`src/rtl/rle_pkg.sv`:
```
// Shared types and constants for the run-length stream encoder.
package rle_pkg;

  typedef enum logic [2:0] {
    IDLE,
    ACCUM,
    EMIT_CNT,
    EMIT_LIT,
    FLUSH
  } rle_state_e;

  localparam logic FLAG_CNT = 1'b1;
  localparam logic FLAG_LIT = 1'b0;
  localparam int   STAT_W   = 32;

  function automatic int max_int(input int a, input int b);
    return (a > b) ? a : b;
  endfunction

endpackage

```
`src/rtl/rle_out_slice.sv`:
```
// Output register slice: one-deep, full throughput; word is held stable while out_vld && !out_rdy.
module rle_out_slice #(
  parameter int W = 10
) (
  input  logic         clock,
  input  logic         reset_n,
  input  logic         in_vld,
  output logic         in_rdy,
  input  logic [W-1:0] in_dat,
  output logic         out_vld,
  input  logic         out_rdy,
  output logic [W-1:0] out_dat
);

  logic         vld_q, vld_d;
  logic [W-1:0] dat_q, dat_d;

  assign in_rdy  = !vld_q || out_rdy;
  assign out_vld = vld_q;
  assign out_dat = dat_q;

  always_comb begin
    vld_d = vld_q;
    dat_d = dat_q;
    if (in_vld && in_rdy) begin
      vld_d = 1'b1;
      dat_d = in_dat;
    end else if (out_rdy) begin
      vld_d = 1'b0;
    end
  end

  always_ff @(posedge clock) begin
    if (!reset_n) begin
      vld_q <= 1'b0;
      dat_q <= '0;
    end else begin
      vld_q <= vld_d;
      dat_q <= dat_d;
    end
  end

endmodule

```
`src/rtl/rle_stream_encoder.sv`:
```
// Run-length encoder: symbols in, count/literal tokens out; first token one cycle after the run ends.
// in_ready is low while a run drains; tokens hold under out_ready low. RLE_STREAM_STATS_EN adds counters.
module rle_stream_encoder
  import rle_pkg::*;
#(
  parameter int  DATA_W  = 7,
  parameter int  CNT_W   = 8,
  parameter int  MIN_RUN = 2,
  localparam int OUT_W   = max_int(DATA_W, CNT_W) + 1
) (
  input  logic              clock,
  input  logic              reset_n,
  input  logic              in_valid,
  output logic              in_ready,
  input  logic [DATA_W-1:0] in_data,
  input  logic              in_last,
  output logic              out_valid,
  input  logic              out_ready,
  output logic [OUT_W-1:0]  out_data,
  output logic              out_last
`ifdef RLE_STREAM_STATS_EN
  ,
  output logic [STAT_W-1:0] stat_sym,
  output logic [STAT_W-1:0] stat_tok
`endif
);

  localparam int               PAY_W   = OUT_W - 1;
  localparam logic [CNT_W-1:0] RUN_MAX = '1;
  localparam logic [CNT_W-1:0] MIN_CNT = MIN_RUN[CNT_W-1:0];

  rle_state_e        state_q, state_d;
  logic [DATA_W-1:0] cur_sym_q, cur_sym_d;
  logic [CNT_W-1:0]  run_cnt_q, run_cnt_d;
  logic [CNT_W-1:0]  lit_cnt_q, lit_cnt_d;
  logic              pend_vld_q, pend_vld_d;
  logic [DATA_W-1:0] pend_sym_q, pend_sym_d;
  logic              pend_last_q, pend_last_d;
  logic              last_q, last_d;

  logic              emit_go;
  logic [DATA_W-1:0] emit_sym;
  logic [CNT_W-1:0]  emit_cnt;
  logic              emit_fin;

  logic              tok_vld, tok_rdy;
  logic [OUT_W:0]    tok_dat, slc_dat;
  logic              in_fire, out_fire;

  function automatic logic [OUT_W:0] lit_tok(input logic [DATA_W-1:0] sym, input logic last);
    logic [PAY_W-1:0] pay;
    pay              = '0;
    pay[DATA_W-1:0]  = sym;
    return {last, FLAG_LIT, pay};
  endfunction

  function automatic logic [OUT_W:0] cnt_tok(input logic [CNT_W-1:0] cnt);
    logic [PAY_W-1:0] pay;
    pay             = '0;
    pay[CNT_W-1:0]  = cnt;
    return {1'b0, FLAG_CNT, pay};
  endfunction

  // The slice is always empty in IDLE/ACCUM, so tok_rdy only matters structurally there.
  assign in_ready = reset_n && tok_rdy && (state_q == IDLE || state_q == ACCUM);
  assign in_fire  = in_valid && in_ready;
  assign out_fire = out_valid && out_ready;
  assign out_data = slc_dat[OUT_W-1:0];
  assign out_last = slc_dat[OUT_W];

  always_comb begin
    state_d     = state_q;
    cur_sym_d   = cur_sym_q;
    run_cnt_d   = run_cnt_q;
    lit_cnt_d   = lit_cnt_q;
    pend_vld_d  = pend_vld_q;
    pend_sym_d  = pend_sym_q;
    pend_last_d = pend_last_q;
    last_d      = last_q;
    emit_go     = 1'b0;
    emit_sym    = cur_sym_q;
    emit_cnt    = run_cnt_q;
    emit_fin    = 1'b0;
    tok_vld     = 1'b0;
    tok_dat     = '0;

    case (state_q)
      IDLE: begin
        if (in_fire) begin
          cur_sym_d = in_data;
          run_cnt_d = CNT_W'(1);
          if (in_last) begin
            emit_go  = 1'b1;
            emit_sym = in_data;
            emit_cnt = CNT_W'(1);
            emit_fin = 1'b1;
          end else begin
            state_d = ACCUM;
          end
        end
      end
      ACCUM: begin
        if (in_fire) begin
          if (in_data == cur_sym_q && run_cnt_q != RUN_MAX) begin
            run_cnt_d = run_cnt_q + CNT_W'(1);
            if (in_last) begin
              emit_go  = 1'b1;
              emit_cnt = run_cnt_q + CNT_W'(1);
              emit_fin = 1'b1;
            end
          end else begin
            emit_go     = 1'b1;
            pend_vld_d  = 1'b1;
            pend_sym_d  = in_data;
            pend_last_d = in_last;
          end
        end
      end
      EMIT_CNT: begin
        if (out_fire) begin
          tok_vld   = 1'b1;
          tok_dat   = lit_tok(cur_sym_q, last_q);
          lit_cnt_d = CNT_W'(1);
          state_d   = last_q ? FLUSH : EMIT_LIT;
        end
      end
      EMIT_LIT, FLUSH: begin
        if (out_fire) begin
          if (lit_cnt_q > CNT_W'(1)) begin
            tok_vld   = 1'b1;
            tok_dat   = lit_tok(cur_sym_q, state_q == FLUSH && lit_cnt_q == CNT_W'(2));
            lit_cnt_d = lit_cnt_q - CNT_W'(1);
          end else if (state_q == FLUSH) begin
            state_d   = IDLE;
            last_d    = 1'b0;
            run_cnt_d = '0;
          end else if (pend_vld_q) begin
            pend_vld_d = 1'b0;
            cur_sym_d  = pend_sym_q;
            run_cnt_d  = CNT_W'(1);
            if (pend_last_q) begin
              emit_go  = 1'b1;
              emit_sym = pend_sym_q;
              emit_cnt = CNT_W'(1);
              emit_fin = 1'b1;
            end else begin
              state_d = ACCUM;
            end
          end else begin
            state_d   = IDLE;
            run_cnt_d = '0;
          end
        end
      end
      default: state_d = IDLE;
    endcase

    // Start draining a finished run: its first token enters the slice this cycle.
    if (emit_go) begin
      tok_vld   = 1'b1;
      last_d    = emit_fin;
      lit_cnt_d = emit_cnt;
      if (emit_cnt >= MIN_CNT) begin
        tok_dat = cnt_tok(emit_cnt);
        state_d = EMIT_CNT;
      end else begin
        tok_dat = lit_tok(emit_sym, emit_fin && emit_cnt == CNT_W'(1));
        state_d = emit_fin ? FLUSH : EMIT_LIT;
      end
    end
  end

  always_ff @(posedge clock) begin
    if (!reset_n) begin
      state_q     <= IDLE;
      cur_sym_q   <= '0;
      run_cnt_q   <= '0;
      lit_cnt_q   <= '0;
      pend_vld_q  <= 1'b0;
      pend_sym_q  <= '0;
      pend_last_q <= 1'b0;
      last_q      <= 1'b0;
    end else begin
      state_q     <= state_d;
      cur_sym_q   <= cur_sym_d;
      run_cnt_q   <= run_cnt_d;
      lit_cnt_q   <= lit_cnt_d;
      pend_vld_q  <= pend_vld_d;
      pend_sym_q  <= pend_sym_d;
      pend_last_q <= pend_last_d;
      last_q      <= last_d;
    end
  end

  rle_out_slice #(
    .W(OUT_W + 1)
  ) u_out_slice (
    .clock  (clock),
    .reset_n(reset_n),
    .in_vld (tok_vld),
    .in_rdy (tok_rdy),
    .in_dat (tok_dat),
    .out_vld(out_valid),
    .out_rdy(out_ready),
    .out_dat(slc_dat)
  );

`ifdef RLE_STREAM_STATS_EN
  logic [STAT_W-1:0] stat_sym_q, stat_sym_d;
  logic [STAT_W-1:0] stat_tok_q, stat_tok_d;

  always_comb begin
    stat_sym_d = stat_sym_q;
    stat_tok_d = stat_tok_q;
    if (in_fire && stat_sym_q != '1) stat_sym_d = stat_sym_q + STAT_W'(1);
    if (out_fire && stat_tok_q != '1) stat_tok_d = stat_tok_q + STAT_W'(1);
  end

  always_ff @(posedge clock) begin
    if (!reset_n) begin
      stat_sym_q <= '0;
      stat_tok_q <= '0;
    end else begin
      stat_sym_q <= stat_sym_d;
      stat_tok_q <= stat_tok_d;
    end
  end

  assign stat_sym = stat_sym_q;
  assign stat_tok = stat_tok_q;
`else
  // Counters are not built in this configuration.
`endif

endmodule

```
`config.mk`:
```
export PLATFORM = sky130hd
export DESIGN_NAME = rle_stream_encoder
export DESIGN_NICKNAME = d
export VERILOG_FILES = /design/src/rtl/rle_pkg.sv /design/src/rtl/rle_out_slice.sv /design/src/rtl/rle_stream_encoder.sv
export SDC_FILE = /design/constraint.sdc
export NUM_CORES = 1
export LEC_CHECK = 0
export ABC_CLOCK_PERIOD_IN_PS = 6170
export CAP_MARGIN = 10
export CORE_MARGIN = 8
export CORE_UTILIZATION = 40
export DETAILED_ROUTE_END_ITERATION = 16
export SYNTH_ARGS = -nofsm -noshare
export SYNTH_HDL_FRONTEND = slang
export SYNTH_SLANG_ARGS = --single-unit
```
`constraint.sdc`:
```
create_clock -name clock -period 6.17 [get_ports clock]
set_input_delay 1.234 -clock clock [delete_from_list [all_inputs] [get_ports clock]]
set_output_delay 1.234 -clock clock [all_outputs]
set_load 0.02 [all_outputs]
```
==> impl_metrics.yaml <==
synth:
  synth_mux_area_share_pct: 2.98
  postSynthAreaPerCell_um2: 7.64
  synth-simple-area-share_pct: 29.1
  synth_top_area_share_pct: 28.0
  synth_nets: 456
  synth_area_leaders: "dfxtp_1 28%, a21oi_1 6.6%, nand2_1 5.6%"
  ys_types: 80
  ys_seq_elements: 47
  synth_largest_area_cell: "dfxtp_1"
  async_reset_ff_share_pct: 0
  netlist_area_um2: 3350
  synthXorXnorAreaFrac_pct: 2.35
  ys.flop_type: "dfxtp_1"
  syn_inst: 439
  ys_warn_count: 0
  synth_fa_ha_area_share_pct: 1.86
  synth-compound-area-share_pct: 29.6
  synth_edf_count: 0
  ys_seq_area_share_pct: 28.0
  synth_top_family_by_area: "compound AO/OA/AOI/OAI gates"
timing:
  maxClockFrequency_mhz: 236
  max_slew_margin_pct: 35.3
  finalHoldViolCount: 0
  post-route-period-util_pct: 68.7
  setup_viol_count_final: 0
  finalSetupTns_ns: 0
  min_period_ns: 4.24
  setup_slack_ns: 1.93
  finalClockSkew_ns: 0.00505
  grt_setup_unrepaired: "false"
  worst_slew_pin_slew_ns: 0.971
  maxSlewViolCount: 0
power:
  p_switching_w: 0.000540
  p_leak_nw: 1.30
  clock_power_share_pct: 19.3
  seqPwrFrac_pct: 34.6
  power_w: 0.00124
  p_int_w: 0.000697
  powerDensity_nw_per_um2: 335
  sw_frac_of_total_pct: 43.6
  ir_worst_vdd_mv: 0.147
  combPwrFrac_pct: 46.1
global_routing:
  overflow: 0
  grt_use_total_pct: 17.7
  antenna_found_initial: 0
  grt_pass1_vias: 3235
  grt_pass1_wl_mm: 16.6
  grt_start_max_net_pins: 36
critical_path:
  arrival_ns: 4.45
  worstSetupPathType: "in -> reg"
  cp-end-kind: "flip-flop"
  cp-startpoint: "in_data[1]"
  cp.required_ns: 6.38
  r2r-end: "u_out_slice.out_dat[0]"
  startpoint_type: "input pin"
  ff2ff_path_depth: 8
  crit_path_max_fanout: 16
  ff2ff_setup_slack_ns: 2.61
  crit_end: "lit_cnt_q[5]"
  r2r-start: "state_q[1]"
clock_tree:
  clkLatencyLatePin_ns: 0.31
  cts_buffer_depth: 2
  cts_inserted_buffers: 5
  cts-root-buf: "clkbuf_8"
  tritoncts: "built"
  path_clk_slew_ns: 0.10
  postCtsSetupBuffers: 0
  htreeDepth: 2
  clock_sinks: 47
  postCtsHoldBufs: 0
  cts_resized: 0
die:
  placeableCoreArea_um2: 8180
  row_count: 33
  die_area_um2: 11600
  die_w_um: 108
  die_y_um: 108
  io_pins: 24
  initial_utilization_pct: 41.0
drt:
  drt_wl_total_mm: 10.0
  wl_per_cell_um: 18.3
  drc: 0
  antenna_left: 0
  vias: 3414
  via_per_inst: 6.23
  drtPass1Iterations: 5
  drtIter0Drc: 280
cells_and_area:
  ff_latch_area_um2: 941
  post-route-util_pct: 45.2
  layout.cells.non_filler: 548
  drive_gt1_share_pct: 7.67
  area_growth_pct: 10.1
  fin_nets: 459
  fillers: 845
  multi_input_area_um2: 2210
  num_antenna_cells: 0
placed_design:
  gp_congestion: 0.895
  dp.cells: 539
  io_buffer_count: 23
  dp_hpwl_mm: 7.21
  dpl_worst_slack_ns: 1.65
status:
  status: "complete, no violations"
flow_run:
  drv_cap: 0
min_path:
  hp-class: "reg -> reg"
through the flow:
stage	hold WS, ns	area [um^2]
floorplan	0.454	3350
finish	0.463	3690
global placement	0.443	3570
global route	0.483	3690
CTS	0.463	3690
detailed placement	0.449	3570
worst min path at each step:
stage / from / end / slack, ns / cells past startpoint
2_1_floorplan: pend_last_q / pend_last_q / 0.45 / 2
3_3_place_gp: u_out_slice.out_dat[8] / u_out_slice.out_dat[8] / 0.44 / 2
3_5_place_dp: u_out_slice.out_dat[8] / u_out_slice.out_dat[8] / 0.45 / 2
4_1_cts: u_out_slice.out_dat[8] / u_out_slice.out_dat[8] / 0.46 / 2
5_1_grt: u_out_slice.out_dat[8] / u_out_slice.out_dat[8] / 0.48 / 2
6_report: u_out_slice.out_dat[8] / u_out_slice.out_dat[8] / 0.46 / 2
cells in the mapped netlist, types with 4 or more instances:
| library cell | instances |
|---|---|
| ha_1 | 5 |
| o21ai_0 | 28 |
| nor3_1 | 6 |
| buf_6 | 5 |
| or3_1 | 5 |
| a22oi_1 | 8 |
| and3_1 | 8 |
| mux2i_1 | 10 |
| dfxtp_1 | 47 |
| clkbuf_1 | 15 |
| xnor2_1 | 4 |
| and2_1 | 8 |
| xor2_1 | 5 |
| a31oi_1 | 11 |
| a21oi_1 | 44 |
| inv_1 | 5 |
| nor2b_1 | 4 |
| nor2_1 | 46 |
| buf_2 | 9 |
| nand4_1 | 5 |
| nand3_1 | 20 |
| nand2_1 | 50 |
| a311oi_1 | 9 |
per-layer routing:
layer | wire length [um] | vias to the layer above | track usage (%) | share of wire [%]
met5 | 0 | - | 0 | 0
met4 | 250 | 0 | 7.04 | 2.5
met3 | 588 | 18 | 2.87 | 5.9
met2 | 4590 | 129 | 27.8 | 46
met1 | 4620 | 1626 | 23.4 | 46
li1 | - | 1641 | - | -
critical path, stage by stage:
cell	delay, ns
clkdlybuf4s50_1	0.47
xor2_1	0.18
nor4_2	0.35
and4_4	0.38
a211o_1	0.56
and2_1	0.62
o21ai_1	0.21
o21a_1	0.22
o221a_1	0.21
logic make-up after synthesis:
family          count (synthesis)
xor+xnor                        9
compound gates                148
flops                          47
fa+ha+maj                       5
mux                            10
simple gates                  181
buf+inv                        39
cell type report:
cell class,count,share of cell area [%]
sequential,47,25.5
tap,105,3.56
timing repair buffer,29,7.45
inverter,6,0.610
clock inverter,3,1.25
clock buffer,5,1.86
multi-input combinational,353,59.8
state kept, by name (all words and copies together) (netlist names), 3 cells and up:
name	cells
u_out_slice.out_dat	10
state_q	3
cur_sym_q	7
run_cnt_q	8
lit_cnt_q	8
pend_sym_q	7
layout by cell type (no fill, tap or decap), drive strengths merged, types with 7 or more instances in the layout:
| master | instances |
|---|---|
| o21ai | 31 |
| nor2 | 47 |
| a31oi | 12 |
| nand3 | 20 |
| a22oi | 8 |
| clkdlybuf4s50 | 23 |
| a21oi | 44 |
| a311oi | 9 |
| and3 | 8 |
| dfxtp | 47 |
| mux2i | 10 |
| and2 | 8 |
| nand2 | 50 |
| or3 | 7 |
power groups by stage:
| stage | logic (W) | registers, W | clock network [W] |
|---|---|---|---|
| 2_1_floorplan | 0.000433 | 0.000407 | 0 |
| 3_3_place_gp | 0.000561 | 0.000433 | 0 |
| 3_5_place_dp | 0.000565 | 0.000432 | 0 |
| 4_1_cts | 0.000567 | 0.000426 | 0.000244 |
| 5_1_grt | 0.000634 | 0.000437 | 0.000253 |
| 6_report | 0.000571 | 0.000428 | 0.000238 |
Power figures use the tool's default switching activity.
